`src/rtl/threshold_alarm_pkg.sv`:
```
// Shared types and constants for the threshold alarm block.
package threshold_alarm_pkg;

    localparam int DATA_W    = 4;
    localparam int RUN_W     = 4;
    localparam int COUNT_MIN = 1;
    localparam int COUNT_MAX = 15;

    typedef enum logic [1:0] {
        NORMAL   = 2'd0,
        ARMING   = 2'd1,
        ALARM    = 2'd2,
        CLEARING = 2'd3
    } state_t;

    function automatic logic count_in_range(input int c);
        return (c >= COUNT_MIN) && (c <= COUNT_MAX);
    endfunction

endpackage

```
`src/rtl/comparator_four_bit.sv`:
```
// Combinational 4-bit unsigned magnitude comparator (A versus B).
module comparator_four_bit
    import threshold_alarm_pkg::*;
(
    input  logic [DATA_W-1:0] A,
    input  logic [DATA_W-1:0] B,
    output logic              Greater_than,
    output logic              Less_than,
    output logic              Equal
);

    assign Greater_than = (A > B);
    assign Less_than    = (A < B);
    assign Equal        = (A == B);

endmodule

```
`src/rtl/threshold_alarm.sv`:
```
// Streaming threshold monitor: registers samples, compares them against a
// programmable threshold and debounces the result into a hysteretic alarm.
module threshold_alarm
    import threshold_alarm_pkg::*;
#(
    parameter int TRIP_COUNT  = 3,
    parameter int CLEAR_COUNT = 2,
    parameter int TOT_W       = 8
) (
    input  logic              clk,
    input  logic              rst,
    input  logic              thr_load,
    input  logic [DATA_W-1:0] thr_in,
    input  logic              s_valid,
    input  logic [DATA_W-1:0] s_data,
    output logic              s_ready,
    output logic              alarm,
    output logic              trip_pulse,
    output logic              clear_pulse,
    output logic              last_gt,
    output logic              last_lt,
    output logic              last_eq,
    output logic [TOT_W-1:0]  gt_total,
    output logic [1:0]        dbg_state
);

    // Handshake: a sample transfers on a rising edge where s_valid && s_ready.
    // s_ready drops during a threshold load so upstream holds the sample.

    generate
        if (!count_in_range(TRIP_COUNT)) begin : g_bad_trip
            $error("threshold_alarm: TRIP_COUNT must be within 1..15");
        end
        if (!count_in_range(CLEAR_COUNT)) begin : g_bad_clear
            $error("threshold_alarm: CLEAR_COUNT must be within 1..15");
        end
        if (TOT_W < 1) begin : g_bad_tot
            $error("threshold_alarm: TOT_W must be at least 1");
        end
    endgenerate

    localparam logic [RUN_W-1:0] TRIP_RUN  = RUN_W'(TRIP_COUNT);
    localparam logic [RUN_W-1:0] CLEAR_RUN = RUN_W'(CLEAR_COUNT);
    localparam logic [TOT_W-1:0] TOT_MAX   = '1;

    logic [DATA_W-1:0] r_thr_q;
    logic [DATA_W-1:0] r_samp_q;
    logic              r_samp_v;
    state_t            r_state;
    logic [RUN_W-1:0]  r_run;
    logic              r_alarm;
    logic              r_trip;
    logic              r_clear;
    logic              r_last_gt;
    logic              r_last_lt;
    logic              r_last_eq;
    logic [TOT_W-1:0]  r_gt_total;

    logic              w_accept;
    logic              w_gt;
    logic              w_lt;
    logic              w_eq;
    logic [RUN_W-1:0]  w_run_inc;

    assign s_ready   = !thr_load && !rst;
    assign w_accept  = s_valid && s_ready;
    assign w_run_inc = r_run + 1'b1;

    always_ff @(posedge clk or posedge rst) begin
        if (rst) begin
            r_samp_q <= '0;
            r_samp_v <= 1'b0;
            r_thr_q  <= '0;
        end else begin
            r_samp_v <= w_accept;
            if (w_accept) begin
                r_samp_q <= s_data;
            end
            if (thr_load) begin
                r_thr_q <= thr_in;
            end
        end
    end

    comparator_four_bit u_cmp (
        .A            (r_samp_q),
        .B            (r_thr_q),
        .Greater_than (w_gt),
        .Less_than    (w_lt),
        .Equal        (w_eq)
    );

    always_ff @(posedge clk or posedge rst) begin
        if (rst) begin
            r_state    <= NORMAL;
            r_run      <= '0;
            r_alarm    <= 1'b0;
            r_trip     <= 1'b0;
            r_clear    <= 1'b0;
            r_last_gt  <= 1'b0;
            r_last_lt  <= 1'b0;
            r_last_eq  <= 1'b0;
            r_gt_total <= '0;
        end else begin
            r_trip  <= 1'b0;
            r_clear <= 1'b0;
            if (r_samp_v) begin
                r_last_gt <= w_gt;
                r_last_lt <= w_lt;
                r_last_eq <= w_eq;
            end
            // A load wins over the in-flight sample: its run/total effect is dropped.
            if (thr_load) begin
                r_run      <= '0;
                r_gt_total <= '0;
                case (r_state)
                    ARMING:   r_state <= NORMAL;
                    CLEARING: r_state <= ALARM;
                    default:  r_state <= r_state;
                endcase
            end else if (r_samp_v) begin
                if (w_gt && (r_gt_total != TOT_MAX)) begin
                    r_gt_total <= r_gt_total + 1'b1;
                end
                case (r_state)
                    NORMAL: begin
                        if (w_gt) begin
                            if (TRIP_COUNT == 1) begin
                                r_state <= ALARM;
                                r_alarm <= 1'b1;
                                r_trip  <= 1'b1;
                                r_run   <= '0;
                            end else begin
                                r_state <= ARMING;
                                r_run   <= 4'd1;
                            end
                        end
                    end
                    ARMING: begin
                        if (w_gt) begin
                            if (w_run_inc == TRIP_RUN) begin
                                r_state <= ALARM;
                                r_alarm <= 1'b1;
                                r_trip  <= 1'b1;
                                r_run   <= '0;
                            end else begin
                                r_run <= w_run_inc;
                            end
                        end else begin
                            r_state <= NORMAL;
                            r_run   <= '0;
                        end
                    end
                    ALARM: begin
                        if (!w_gt) begin
                            if (CLEAR_COUNT == 1) begin
                                r_state <= NORMAL;
                                r_alarm <= 1'b0;
                                r_clear <= 1'b1;
                                r_run   <= '0;
                            end else begin
                                r_state <= CLEARING;
                                r_run   <= 4'd1;
                            end
                        end
                    end
                    CLEARING: begin
                        if (!w_gt) begin
                            if (w_run_inc == CLEAR_RUN) begin
                                r_state <= NORMAL;
                                r_alarm <= 1'b0;
                                r_clear <= 1'b1;
                                r_run   <= '0;
                            end else begin
                                r_run <= w_run_inc;
                            end
                        end else begin
                            r_state <= ALARM;
                            r_run   <= '0;
                        end
                    end
                    default: begin
                        r_state <= NORMAL;
                        r_run   <= '0;
                    end
                endcase
            end
        end
    end

    assign alarm       = r_alarm;
    assign trip_pulse  = r_trip;
    assign clear_pulse = r_clear;
    assign last_gt     = r_last_gt;
    assign last_lt     = r_last_lt;
    assign last_eq     = r_last_eq;
    assign gt_total    = r_gt_total;
    assign dbg_state   = r_state;

endmodule

```
`config.mk`:
```
export PLATFORM = sky130hd
export DESIGN_NAME = threshold_alarm
export DESIGN_NICKNAME = d
export VERILOG_FILES = /design/src/rtl/threshold_alarm_pkg.sv /design/src/rtl/comparator_four_bit.sv /design/src/rtl/threshold_alarm.sv
export SDC_FILE = /design/constraint.sdc
export NUM_CORES = 1
export LEC_CHECK = 0
export CAP_MARGIN = 20
export CORE_UTILIZATION = 50
export CTS_BUF_LIST = sky130_fd_sc_hd__clkbuf_8
export DETAILED_ROUTE_END_ITERATION = 7
export DONT_BUFFER_PORTS = 1
export PLACE_DENSITY = 0.67
export SYNTH_ARGS = -nofsm -noshare
export SYNTH_HDL_FRONTEND = slang
export SYNTH_HIERARCHICAL = 1
export SYNTH_SLANG_ARGS = --single-unit
```
`constraint.sdc`:
```
create_clock -name clk -period 2.2 [get_ports clk]
set_clock_uncertainty 0.2 [all_clocks]
set_input_delay 0.11 -clock clk [delete_from_list [all_inputs] [get_ports clk]]
set_output_delay 0.11 -clock clk [all_outputs]
set_load 0.01 [all_outputs]
```
# ---- Word-level counts from Yosys, hierarchy flattened
# Index checks and enable logic that the tools add are counted.
dict set report totals {
  register_bits 29
  inputBits 12
  output_inout_bits 17
  word_cells 83
}
dict set report classes {
  n_addsub 2
  order_cmp 2
  n_eq_ne 16
  n_mux 37
  bitwise_logic 1
  reduce_logical 13
}
# operator n
set ops {}
lappend ops {{two-way mux 4 bit} 8}
lappend ops {{two-way mux 8 bit} 3}
lappend ops {{two-way mux 2 bit} 8}
lappend ops {{one-hot mux 4 bit (4 select lines)} 1}
lappend ops {{two-way mux 1 bit} 14}
lappend ops {{adder 8 x 1 -> 8 bit (second input constant)} 1}
lappend ops {{equality test 4 x 2 -> 1 bit (second input constant)} 2}
lappend ops {{!= test 2 bit (second input constant)} 4}
lappend ops {{!= test 4 bit (second input constant)} 2}
lappend ops {{!= test 8 bit (second input constant)} 1}
lappend ops {{one-hot mux 2 bit (4 select lines)} 1}
lappend ops {{AND reduction 7 bit} 1}
lappend ops {{!= test 3 bit (second input constant)} 2}
lappend ops {{AND reduction 6 bit} 1}
lappend ops {{nonzero test 2 bit} 3}
lappend ops {{adder 4 x 1 -> 4 bit (second input constant)} 1}
lappend ops {{equality test 2 bit (second input constant)} 2}
lappend ops {{equality test 4 bit} 1}
lappend ops {{> comparator 4 bit} 1}
lappend ops {{less-than comparator 4 bit} 1}
lappend ops {{one-hot mux 2 bit (2 select lines)} 1}
lappend ops {{logical AND 1 bit} 3}
lappend ops {{!= test 3 x 1 -> 1 bit (second input constant)} 1}
lappend ops {{AND reduction 3 bit} 1}
lappend ops {{other kinds (6)} 7}

# ---- Depth between registers and ports, before layout
dict set report logic_depth {
  word_depth 7
  mapped_depth 9
}

# ---- Cells and area by module
# The synthesis kept the hierarchy.
# mod n_inst cells_each area_each_um2 seq_area_each_um2
set modules_own_cells {}
lappend modules_own_cells {threshold_alarm 1 133 1460.2 725.7}
lappend modules_own_cells {comparator_four_bit 1 16 128.9 0.0}

# ---- Worst setup path after synthesis
# No wires, ideal clock.
dict set report synth_path {
  path_type {reg-to-reg}
  startpoint {register r_samp_q[3]}
  endpoint {register r_gt_total[3] (netlist: gt_total[3])}
  arrival_time_ps 1890
  required_ps 1881
  slack_ps -9
  stages_incl_launch_ff 9
  path_cell_list {dfrtp_1 ha_1 nand2_1 o21bai_4 a21oi_2 and2_1 o21ai_0 o21a_1 o21a_1}
}
dict set report synth_via {
  elab_chain_len 4
}
# element line
set synth_lines {}
lappend synth_lines {{start: declaration} threshold_alarm.sv:47} ;# logic [DATA_W-1:0] r_samp_q;
lappend synth_lines {{start signal: assignment} threshold_alarm.sv:77} ;# r_samp_q <= s_data;
lappend synth_lines {{> comparator 4 bit} comparator_four_bit.sv:12} ;# assign Greater_than = (A > B);
lappend synth_lines {{via w_gt} threshold_alarm.sv:60} ;# logic w_gt;
lappend synth_lines {{logical AND 1 bit} threshold_alarm.sv:122} ;# if (w_gt && (r_gt_total != TOT_MAX)) begin
lappend synth_lines {{nonzero test 2 bit (no source line)} n/a}
lappend synth_lines {{AND reduction 2 bit (no source line)} n/a}
lappend synth_lines {{end signal: assignment} threshold_alarm.sv:123} ;# r_gt_total <= r_gt_total + 1'b1;
lappend synth_lines {{end: declaration} threshold_alarm.sv:57} ;# logic [TOT_W-1:0] r_gt_total;
# The timed path passes the listed nets, and every way through them passes these cells.
# A chain may end at the register's enable or synchronous reset.

# ---- Final worst setup path
dict set report layout_path {
  startpoint {register r_samp_q[3]}
  endpoint {register r_gt_total[7] (netlist: gt_total[7])}
}
# The elaborated chain is that of the path after synthesis.

==> impl_metrics.tcl <==
set metrics [dict create \
    status "finished, violations left" \
    violations "hold timing" \
    area_delta_synth_final_pct 30.16 \
    muxShareOfSynthArea_pct 10.39 \
    netlist_area_um2 1589 \
    drc 0 \
    synth_simple_gate_area_share_pct 17.32 \
    yosys_register_bits 29 \
    ir_drop_v 0.0005077 \
    drt_pass1_iterations 5 \
    synth_cell_types 43 \
    hold_path_class "input pin to flop" \
    grt_max_degree 30 \
    start_util_pct 52.48 \
    antenna_found_initial 0 \
    worst_path_largest_cell_delay_ns 0.49 \
    switchingPower_uw 376.2 \
    synth_area_leaders "dfrtp_1 46%, mux2_2 8.5%, ha_1 6.3%, nor2_1 3.3%, xor2_1 2.8%" \
    core-area_um2 3028 \
    yosysWarnings 6 \
    gp_congestion 0.8668 \
    root_buffer "clkbuf_8" \
    dp_cells 199 \
    start_kind "flop" \
    cts_tree "done" \
    switching_share_pct 26.67 \
    timing.final.crit_share_pct 99.67 \
    async_flop_share_pct 100.0 \
    worst_r2r_path_depth 7 \
    cts_max_level 2 \
    cp-end-kind "flop" \
    hold_slack_ns -0.3039 \
    numPortBuffers 0 \
    grt_pass1_vias 1259 \
    fin_area_um2 2068 \
    drtIter0Drc 22 \
    dp.final_hpwl_um 2176 \
    worst-path-buf-inv 0 \
    num_io_pins 29 \
    rsz0062_at_grt "true" \
    cts_buffers 5 \
    cp_max_fo 5 \
    dieWidth_um 58.38 \
    placedInstanceArea_um2 1714 \
    insertion_delay_ns 0.28 \
    viasPerCell 5.522 \
    die-height_um 58.38 \
    clk_pin_slew_worst_paths_ns 0.06 \
    hold_buffers 17 \
    netlist_instances 149 \
    internal_power_mw 1.034 \
    p_leak_nw 0.8977 \
    p_comb_share_pct 21.7 \
    fin_crit_ns 2.193 \
    drv_slew 0 \
    yosysTopAreaCell "dfrtp_1" \
    finalHoldViolCount 10 \
    grt-ovfl-total 0 \
    worstPathArrival_ns 2.19 \
    power_density_nw_per_um2 681.9 \
    synth_fa_ha_area_share_pct 6.299 \
    crit_chain "ha_4 > nand2_4 > o21bai_4 > a21oi_4 > nand4_1 > or4_1 > a21oi_1" \
    final_antenna_net_count 0 \
    synth.avg_cell_area_um2 10.66 \
    n_antenna_cell 0 \
    seqPwrFrac_pct 44.6 \
    cts.sinks 29 \
    avgRoutedWirePerCell_um 15.23 \
    synth_ff_type "dfrtp_1" \
    worstMarginPinSlew_ns 0.4427 \
    ys_seq_area_share_pct 45.67 \
    rows 20 \
    cap_violations 0 \
    layout-drive-gt1-share_pct 26.37 \
    routed_wl_um 3442 \
    synth_top_area_share_pct 45.67 \
    critPathTopFamily "simple AND/OR/NAND/NOR gates" \
    synth_edf_count 0 \
    syn_nets 169 \
    grt_usage_pct 21.88 \
    holdPathStages 1 \
    setup_viol 0 \
    synthXorXnorAreaFrac_pct 3.307 \
    crit_type "flop to flop" \
    layout.cells.non_filler 226 \
    p_clk_share_pct 33.7 \
    synth-compound-area-share_pct 13.62 \
    clock.fmax_mhz 456.1 \
    synth_top_family_by_area "simple AND/OR/NAND/NOR gates" \
    cp_slowest_cell "or4_1" \
    timing.slew.headroom_pct 70.31 \
    dieArea_um2 3408 \
    crit_required_ns 2.20 \
    clockBufferDepth 2 \
    synth.top_cells.by_count "29 x dfrtp_1, 14 x nor2_1, 12 x mux2_2" \
    cp.depth 7 \
    num-nets-final 201 \
    grt_pass1_wl_um 5506 \
    num_vias 1248 \
    synth_most_common_cell "dfrtp_1" \
]
[final timing paths]
check | to | start | slack, ns
max reg2reg | gt_total[7] | r_samp_q[3] | 0.007
min in group asynchronous | last_lt | rst | 0.20
min | gt_total[1] | thr_load | -0.30
max | gt_total[7] | r_samp_q[3] | 0.007
max in group asynchronous | r_run[1] | rst | 1.33
min reg2reg | r_samp_q[0] | r_samp_q[0] | 0.32
[cells by family (layout without fill, tap and decap cells)]
family                   Yosys count  in the layout
buffers and inverters             14             47
adder cells (fa/ha/maj)            8              8
AND/OR/NAND/NOR                   51             51
flip-flops                        29             29
multiplexers                      15             15
AO/OA/AOI/OAI                     26             26
XOR/XNOR                           6              6
[power by group through the flow]
| stage | registers, mW | clock network [mW] | logic [mW] |
|---|---|---|---|
| floorplan | 0.622 | 0 | 0.174 |
| CTS | 0.625 | 0.491 | 0.254 |
| global route | 0.636 | 0.505 | 0.336 |
| finish | 0.629 | 0.475 | 0.307 |
| detailed placement | 0.634 | 0 | 0.227 |
| global placement | 0.631 | 0 | 0.222 |
[final cells by class]
cell class	count	area (um^2)
Clock buffer	7	96.34
Clock inverter	1	5.005
Fill cell	224	959.7
Inverter	9	33.78
Multi-Input combinational cell	106	884.6
Sequential cell	29	725.7
Tap cell	44	55.05
Timing Repair Buffer	30	267.8
[state kept, by name, indices dropped and copies added (netlist names), named ones only]
signal / cells
gt_total: 8
r_run: 4
r_samp_q: 4
r_thr_q: 4
alarm: 1
clear_pulse: 1
dbg_state: 1
last_eq: 1
last_gt: 1
last_lt: 1
r_samp_v: 1
trip_pulse: 1
[cells in the final DEF, fill, tap and decap left out, types with 2 or more instances in the layout]
cell type,synthesis,final
buf_4,0,13
dfrtp_1,29,29
dlygate4sd3_1,0,17
mux2_2,12,12
nand2b_1,3,2
a21oi_1,3,3
ha_4,0,3
o31ai_2,2,2
clkbuf_8,0,7
nor3_1,2,2
nand3_1,8,8
mux2i_1,3,3
o2111ai_1,2,2
nand2_1,8,7
o21a_1,2,2
inv_1,9,8
a311o_1,2,2
and2_1,4,4
o211ai_1,2,2
o21ai_0,3,2
xor2_1,5,4
nand4_1,2,2
nor2_1,14,14
a32oi_1,2,2
ha_1,8,4
[routing by layer]
metal	up-vias	global-route usage, %	wire (um)
li1	602	-	-
met1	609	26.97	1522
met2	32	35.14	1732
met3	5	5.934	135
met4	0	11.90	51
met5	-	0	0
[stage by stage]
stage / TNS (ns) / power (mW) / worst slack [ns] / utilization [%]
3_5_place_dp: 0 / 0.8613 / 0.02424 / 56.61
4_1_cts: -0.0005833 / 1.370 / -0.0005833 / 65.58
6_report: 0 / 1.410 / 0.007288 / 68.31
5_1_grt: -0.4541 / 1.477 / -0.07716 / 68.31
3_3_place_gp: 0 / 0.8537 / 0.06150 / 56.61
2_1_floorplan: 0 / 0.7958 / 0.05416 / -
[what timing repair did]
action	4_1_cts	5_1_grt
setup buffers	0	2
endpoints found under the setup margin	1	10
resized for setup	0	11
pin swaps	0	8
hold endpoints to repair	55	10
Power figures use the tool's default switching activity.
